`config.mk`:
```
export PLATFORM = sky130hd
export DESIGN_NAME = pc_branch_unit
export DESIGN_NICKNAME = d
export VERILOG_FILES = /design/src/rtl/pc_branch_unit_pkg.sv /design/src/rtl/pc_branch_unit_branch_cond_decode.sv /design/src/rtl/pc_branch_unit.sv
export SDC_FILE = /design/constraint.sdc
export NUM_CORES = 1
export LEC_CHECK = 0
export CAP_MARGIN = 0
export CORE_ASPECT_RATIO = 1.75
export CORE_MARGIN = 3
export CORE_UTILIZATION = 42
export CTS_CLUSTER_DIAMETER = 40
export DETAILED_ROUTE_END_ITERATION = 7
export PLACE_DENSITY = 0.79
export REMOVE_ABC_BUFFERS = 1
export SLEW_MARGIN = 20
export SYNTH_ARGS = -nofsm -noshare
export SYNTH_HDL_FRONTEND = slang
export SYNTH_SLANG_ARGS = --single-unit
```
`constraint.sdc`:
```
create_clock -name Clk -period 2.5 [get_ports Clk]
set_clock_uncertainty 0.15 [all_clocks]
set_input_delay 0.25 -clock Clk [delete_from_list [all_inputs] [get_ports Clk]]
set_output_delay 0.25 -clock Clk [all_outputs]
set_load 0.005 [all_outputs]
```
`src/rtl/pc_branch_unit_pkg.sv`:
```
// Shared types and constants for the PC / branch-resolution stage.
// Used by pc_branch_unit and branch_cond_decode.
package pc_branch_unit_pkg;

    typedef enum logic [1:0] {
        ST_BOOT = 2'd0,
        ST_RUN  = 2'd1,
        ST_HALT = 2'd2
    } pc_state_e;

    localparam logic [2:0] F3_BEQ  = 3'b000;
    localparam logic [2:0] F3_BNE  = 3'b001;
    localparam logic [2:0] F3_BLT  = 3'b100;
    localparam logic [2:0] F3_BGE  = 3'b101;
    localparam logic [2:0] F3_BLTU = 3'b110;
    localparam logic [2:0] F3_BGEU = 3'b111;

    localparam logic [31:0] PC_RESET_VECTOR_DEF = 32'h0000_0000;
    localparam logic [31:0] PC_TRAP_VECTOR_DEF  = 32'h0000_0100;

    function automatic logic [31:0] pc_inc4(input logic [31:0] pc);
        return pc + 32'd4;
    endfunction

endpackage

```
`src/rtl/pc_branch_unit_branch_cond_decode.sv`:
```
// Combinational branch condition decode: funct3 plus comparator flags
// give the taken condition and an illegal-encoding flag.
module branch_cond_decode
    import pc_branch_unit_pkg::*;
(
    input  logic [2:0] Funct3,
    input  logic       Equal,
    input  logic       Lt,
    output logic       Cond,
    output logic       Illegal
);

    always_comb begin
        Cond    = 1'b0;
        Illegal = 1'b0;
        case (Funct3)
            F3_BEQ:  Cond = Equal;
            F3_BNE:  Cond = ~Equal;
            F3_BLT:  Cond = Lt;
            F3_BGE:  Cond = ~Lt;
            F3_BLTU: Cond = Lt;
            F3_BGEU: Cond = ~Lt;
            default: Illegal = 1'b1;
        endcase
    end

endmodule

```
`src/rtl/pc_branch_unit.sv`:
```
// Program-counter stage: branch/jump redirect, PC register, fetch handshake,
// halt on illegal branch encoding. Optional macro PC_MISALIGN_TRAP_EN.
module pc_branch_unit
    import pc_branch_unit_pkg::*;
#(
    parameter logic [31:0] RESET_VECTOR = PC_RESET_VECTOR_DEF,
    parameter logic [31:0] TRAP_VECTOR  = PC_TRAP_VECTOR_DEF
) (
    input  logic        Clk,
    input  logic        Reset_N,
    input  logic        Branch_Ctrl,
    input  logic        Jump_Ctrl,
    input  logic [2:0]  Branch_Funct3,
    input  logic        Branch_Equal,
    input  logic        Branch_Lt,
    input  logic [31:0] Target_Addr,
    input  logic        Fetch_Ready,
    output logic        Branch_Un_Ctrl,
    output logic [31:0] PC,
    output logic [31:0] PC_Plus_4,
    output logic        Fetch_Valid,
    output logic        Branch_Taken,
    output logic        Illegal_Branch,
    output logic        Misalign_Trap
);

    pc_state_e   state_q, state_d;
    logic [31:0] pc_q, pc_d;
    logic        illegal_q, illegal_d;

    logic        cond;
    logic        illegal_f3;
    logic        in_run;
    logic        illegal_hit;
    logic        redirect;
    logic [31:0] sel_target;
    logic [31:0] pc_plus4;

    branch_cond_decode u_cond (
        .Funct3  (Branch_Funct3),
        .Equal   (Branch_Equal),
        .Lt      (Branch_Lt),
        .Cond    (cond),
        .Illegal (illegal_f3)
    );

    always_comb begin
        in_run      = (state_q == ST_RUN);
        illegal_hit = Branch_Ctrl & illegal_f3;
        // An illegal branch suppresses any redirect, even alongside a jump.
        redirect    = in_run & ~illegal_hit & (Jump_Ctrl | (Branch_Ctrl & cond));
        sel_target  = Jump_Ctrl ? {Target_Addr[31:1], 1'b0} : Target_Addr;
        pc_plus4    = pc_inc4(pc_q);
    end

`ifdef PC_MISALIGN_TRAP_EN
    logic trap_q, trap_d;
`endif

    always_comb begin
        state_d   = state_q;
        pc_d      = pc_q;
        illegal_d = illegal_q;
`ifdef PC_MISALIGN_TRAP_EN
        trap_d    = 1'b0;
`endif
        case (state_q)
            ST_BOOT: state_d = ST_RUN;
            ST_RUN: begin
                if (Fetch_Ready) begin
                    if (illegal_hit) begin
                        state_d   = ST_HALT;
                        illegal_d = 1'b1;
                    end else if (redirect) begin
`ifdef PC_MISALIGN_TRAP_EN
                        if (sel_target[1:0] != 2'b00) begin
                            pc_d   = TRAP_VECTOR;
                            trap_d = 1'b1;
                        end else begin
                            pc_d = sel_target;
                        end
`else
                        pc_d = sel_target & ~32'd3;
`endif
                    end else begin
                        pc_d = pc_plus4;
                    end
                end
            end
            ST_HALT: state_d = ST_HALT;
            default: state_d = ST_BOOT;
        endcase
    end

    always_ff @(posedge Clk or negedge Reset_N) begin
        if (!Reset_N) begin
            state_q   <= ST_BOOT;
            pc_q      <= RESET_VECTOR;
            illegal_q <= 1'b0;
        end else begin
            state_q   <= state_d;
            pc_q      <= pc_d;
            illegal_q <= illegal_d;
        end
    end

`ifdef PC_MISALIGN_TRAP_EN
    always_ff @(posedge Clk or negedge Reset_N) begin
        if (!Reset_N) begin
            trap_q <= 1'b0;
        end else begin
            trap_q <= trap_d;
        end
    end

    assign Misalign_Trap = trap_q;
`else
    assign Misalign_Trap = 1'b0;
`endif

    assign Branch_Un_Ctrl = Branch_Funct3[1];
    assign PC             = pc_q;
    assign PC_Plus_4      = pc_plus4;
    assign Fetch_Valid    = in_run;
    assign Branch_Taken   = redirect;
    assign Illegal_Branch = illegal_q;

endmodule
```
=== Word-level counts from Yosys, hierarchy flattened ===
Index checks and enable logic that the tools add are counted.

* Register bits after elaboration: 35
* Bits of input ports: 42
* Logic and storage cells: 35
* Latch bits: 0
* Output and inout port bits: 69
* Bits in writable memories: 0
* Memory bits (read-only): 0
* Memories: 0

* $mul: 0
* Reductions and logical operators: 8
* Bitwise operators: 8
* Shifts and indexed selects: 0
* Order comparisons: 0
* Muxes and demuxes: 6
* Add/subtract/negate cells: 1
* Div/mod/pow operators: 0
* Eq/ne operators: 9

{| class="wikitable"
|+ Operators by type and width
! kind !! number
|-
| $add 32x3->32 const B || 1
|-
| $mux 32 || 1
|-
| $eq 3x3->1 const B || 4
|-
| $pmux 2 s3 || 1
|-
| $reduce_and 3->1 || 2
|-
| $reduce_or 6->1 || 1
|-
| $and 1x1->1 || 4
|-
| $mux 2 || 2
|-
| $pmux 1 s4 || 1
|-
| $reduce_or 2->1 || 2
|-
| $eq 3x1->1 const B || 1
|-
| $logic_not 3->1 || 1
|-
| $not 1->1 || 3
|-
| $eq 2x1->1 const B || 1
|-
| $eq 2x2->1 const B || 1
|-
| $logic_not 2->1 || 1
|-
| $ne 2x1->1 const B || 1
|-
| $ne 2x2->1 const B || 1
|-
| $reduce_and 2->1 || 1
|-
| $mux 1 || 1
|-
| $or 1x1->1 || 1
|}

=== Longest topological paths before layout ===
* Depth after elaboration: 8
* Gate-level depth with buffers: 8
* Depth with buffers taken out: 7

=== Cells and area by module ===
A second synthesis with hierarchy kept.

* Cells, all modules: 298
* Area, all modules: 2481.1 sq um

{| class="wikitable"
|+ Modules (own cells, without submodules)
! module !! times used !! seq. area each (sq um) !! cells an instance !! area an instance (sq um)
|-
| pc_branch_unit || 1 || 825.8 || 293 || 2444.8
|-
| branch_cond_decode || 1 || 0.0 || 5 || 36.3
|}

=== Least setup slack after synthesis ===
No wires, ideal clock.

* Path type: register to output
* Start: register pc_q[2] (netlist: PC[2])
* End: output port PC_Plus_4[30]
* Arrival: 1.900 ns
* Path buffers: 0
* Slack: 0.200 ns
* Cell stages (with the launch flop): 6
* Required time: 2.100 ns
* Cell sequence: dfrtp_1 ha_1 nand4_1 or3_4 or4_4 xnor2_1

* Longest elaborated chain between the ends: 1

{| class="wikitable"
|+ Ends and longest elaborated chain
! what !! line !! source
|-
| start: declaration || pc_branch_unit.sv:28 || <nowiki>logic [31:0] pc_q, pc_d;</nowiki>
|-
| start signal: assignment || pc_branch_unit.sv:102 || <nowiki>pc_q <= pc_d;</nowiki>
|-
| $add 32x3->32 || pc_branch_unit_pkg.sv:22 || <nowiki>return pc + 32'd4;</nowiki>
|-
| end: declaration || pc_branch_unit.sv:20 || <nowiki>output logic [31:0] PC_Plus_4,</nowiki>
|}

Every way passes these cells.

=== Final worst setup path ===
* Start: register pc_q[3] (netlist: PC[3])
* End: output port PC_Plus_4[24]

The elaborated chain is that of the path after synthesis.

==> impl_metrics.csv <==
group,metric,value,unit
finish,n_antenna_cell,0,
finish,syn_to_final_growth,73.35,%
floorplan,dieArea,6847,um2
placed_design,place_ws,-0.1197,ns
route,first_pass_iters,6,
floorplan,initial_core_util,0.4369,
setup_path,cp_max_fo,3,
synthesis,syn_inst,299,
setup_path,path_delay_family,"simple AND/OR/NAND/NOR gates",
synthesis,synthSimpleGateAreaFrac,0.2487,
global_route,grt_use_total,0.2551,
run,drv_cap,0,
worst_hold_path,min_path_type,"reg2reg",
synthesis,muxShareOfSynthArea,0,
synthesis,synth-seq-cells,33,
global_route,grt_overflow,0,
cts,htree_levels,2,
route,met2_length,5303,um
sta,clock.fmax,0.3729,GHz
global_route,grt_pass1_wl,13900,um
cts,numCtsBuffers,5,
synthesis,synth_top_family_by_area,"simple AND/OR/NAND/NOR gates",
setup_path,worstReg2RegStart,"PC[3]",
setup_path,rrSetupSlack,0.16,ns
synthesis,synth_cell_types,51,
worst_hold_path,min_from,"Illegal_Branch",
setup_path,slowest_stage,"or3_4",
synthesis,synthFlopType,"dfrtp_1",
global_route,antenna_found_initial,0,
floorplan,die_h,107.2,um
setup_path,slowest_delay,0.43,ns
route,viasPerCell,5.724,
route,routed-wl-met3,479,um
setup_path,cp-endpoint,"PC_Plus_4[24]",
route,wl,9456,um
route,drt-initial-drc-count,222,
power,p_leak,0.001827,uW
cts,path_clk_slew,0.07,ns
power,pwr_density_cell,964.6,nW/um2
cts,cts_tree,"yes",
synthesis,async_flop_share,1.000,
setup_path,crit_type,"reg2out",
setup_path,worstPathRequired,2.10,ns
sta,final-max-slew-violation-count,0,
setup_path,worstPathCellList,"ha_2 -> nand4_1 -> or3_4 -> buf_6 -> nor4_4 -> buf_4 -> xor2_1 -> buf_2",
cts,cts_sinks,33,
sta,tns,-0.3753,ns
route,ant_nets,0,
sta,final_hold_viol_count,0,
synthesis,ys_warn_count,0,
cts,clock_latency,0.29,ns
placed_design,io_buffers,103,
floorplan,coreArea,5630,um2
cts,cts_root_buf,"clkbuf_8",
setup_path,critical_path_arrival,2.28,ns
setup_path,crit_path_start_kind,"flip-flop",
placed_design,dpl.cell_count,509,
global_route,grt_max_degree,34,
synthesis,yosys.area_share.adder,0.01526,
global_route,grt_pass1_vias,3013,
synthesis,syn_area_per_cell,8.227,um2
finish,final_util,0.7573,
synthesis,synth_enable_flop_cells,0,
synthesis,synth_compound_area_frac,0.2253,
power,max-vdd-ir-drop,0.6509,mV
sta,period_share,1.073,
floorplan,die_w,63.85,um
synthesis,ys_seq_area_frac,0.3357,
cts,clock_path_buffers,2,
route,wl_per_cell,17.64,um
route,num_vias,3068,
placed_design,hpwlAfterDp,6319,um
setup_path,worstRegToRegCells,7,
sta,rsz0062_at_grt,"yes",
synthesis,synth_area,2460,um2
sta,period_minus_slack,2.682,ns
synthesis,synth_xor_area_frac,0.1068,
floorplan,ioPinCount,111,
status,violations,"negative setup slack",
setup_path,startpoint,"PC[3]",
finish,final_layout_size_suffix_gt1_frac,0.2739,
finish,layout.cells.non_filler,536,
status,status,"finished, violations left",
setup_path,endpoint_kind,"output pin",
route,met1Wirelength,3252,um
sta,tightest_slew,0.8056,ns
finish,finalNetCount,504,
setup_path,path_depth,8,
placed_design,gp_congestion,0.8449,
route,dr.max_layer_used,"met4",
sta,setup_viol,4,
setup_path,reg2reg_to,"PC[30]",
finish,nFillCells,401,
sta,finalWorstSetupSlack,-0.1819,ns
floorplan,rows,36,
sta,max_slew_margin,0.4630,
setup_path,path_buf_inv,3,
route,drc,0,
[per-layer routing]
metal / vias to the layer above / track usage
li1: 1401 / -
met1: 1492 / 0.2676
met2: 135 / 0.4774
met3: 40 / 0.04403
met4: 0 / 0.1206
met5: - / 0
[cells in the final DEF (no fill, tap or decap), drive strengths merged, types with 2 or more instances in the layout]
| master | synthesis | layout |
|---|---|---|
| a21oi | 22 | 22 |
| a22oi | 3 | 3 |
| a2bb2oi | 11 | 11 |
| a31oi | 4 | 4 |
| and3 | 7 | 7 |
| and4 | 2 | 2 |
| buf | 14 | 73 |
| clkbuf | 11 | 14 |
| clkdlybuf4s50 | 0 | 77 |
| conb | 1 | 5 |
| dfrtp | 33 | 33 |
| dlygate4sd2 | 0 | 11 |
| dlymetal6s2s | 0 | 5 |
| ha | 3 | 3 |
| inv | 10 | 10 |
| nand2 | 29 | 29 |
| nand2b | 2 | 2 |
| nand3 | 20 | 20 |
| nand4 | 7 | 7 |
| nor2 | 13 | 13 |
| nor3 | 11 | 11 |
| nor4 | 3 | 3 |
| o211ai | 2 | 2 |
| o21ai | 22 | 22 |
| o22ai | 14 | 14 |
| or2 | 2 | 2 |
| or3 | 2 | 2 |
| or4 | 7 | 7 |
| xnor2 | 18 | 18 |
| xor2 | 12 | 12 |
[sequential cells by signal, summed over array words and instances, names as in the netlist]
signal,cells
PC,30
state_q,2
Illegal_Branch,1
[how the worst min path moves through the flow]
stage / to / slack (ns) / depth (start not counted)
CTS: Illegal_Branch / 0.36 / 1
floorplan: Illegal_Branch / -0.20 / 0
global placement: state_q[0] / 0.21 / 1
global route: Illegal_Branch / 0.39 / 1
detailed placement: state_q[0] / 0.21 / 1
finish: Illegal_Branch / 0.35 / 1
[repair_timing]
item | in CTS | in global routing
gates resized for setup | 48 | 37
endpoints found under the hold margin | 33 | 0
setup endpoints to repair | 22 | 17
pin swaps | 9 | 14
gates cloned | 0 | 0
hold buffers | 1 | 0
setup buffers | 8 | 10
[kinds of logic (layout without fill, tap and decap cells)]
group	Yosys count	count (layout)
compound gates	87	87
xor+xnor	30	30
fa+ha+maj	3	3
buf+inv	35	192
flops	33	33
other cells	1	5
simple gates	110	110
[final cells by class]
| type | instances | area [um2] | area share |
|---|---|---|---|
| clock inverters | 1 | 5.005 | 0.001174 |
| repair buffers | 174 | 1538 | 0.3606 |
| flip-flops and latches | 33 | 825.8 | 0.1937 |
| inverters | 10 | 37.54 | 0.008803 |
| clock buffers | 7 | 96.34 | 0.02259 |
| well taps | 76 | 95.09 | 0.02230 |
| multi-input cells | 235 | 1667 | 0.3908 |
[where the power goes]
part           total, uW  leakage, uW  switching, uW  internal (uW)
clock network        455    0.0000542            206            249
logic               2640      0.00139           1160           1480
registers           1020     0.000381            239            778
total               4110      0.00183           1610           2500
[synth_stat cells, types with 4 or more instances]
| master | number | area share |
|---|---|---|
| nand3_1 | 20 | 0.041 |
| nand4_1 | 6 | 0.015 |
| xnor2_1 | 18 | 0.064 |
| buf_4 | 6 | 0.018 |
| buf_2 | 8 | 0.016 |
| o21ai_0 | 21 | 0.043 |
| nand2_1 | 28 | 0.043 |
| or4_1 | 6 | 0.018 |
| nor3_1 | 10 | 0.020 |
| o22ai_1 | 14 | 0.036 |
| a31oi_1 | 4 | 0.010 |
| inv_1 | 10 | 0.015 |
| and3_1 | 7 | 0.018 |
| clkbuf_1 | 11 | 0.017 |
| dfrtp_1 | 33 | 0.34 |
| nor2_1 | 13 | 0.020 |
| xor2_1 | 12 | 0.043 |
| a21oi_1 | 21 | 0.043 |
| a2bb2oi_1 | 10 | 0.036 |
[through the flow]
stage / cell area [um2] / power (uW) / hold slack (ns)
2_1_floorplan: 2349 / 1956 / -0.1956
3_3_place_gp: 3880 / 3542 / 0.2056
3_5_place_dp: 3880 / 3605 / 0.2135
4_1_cts: 4139 / 4009 / 0.3566
5_1_grt: 4264 / 4385 / 0.3897
6_report: 4264 / 4113 / 0.3538
[worst reg2reg max path, delay by kind of cell (launching register included)]
kind | cells | cell delay, ns
adder cells (fa/ha/maj) | 1 | 0.19
buffers and inverters | 1 | 0.16
flip-flops | 1 | 0.39
AO/OA/AOI/OAI | 2 | 0.23
AND/OR/NAND/NOR | 3 | 1.12
Note: power is estimated with default switching activity, not from simulation.
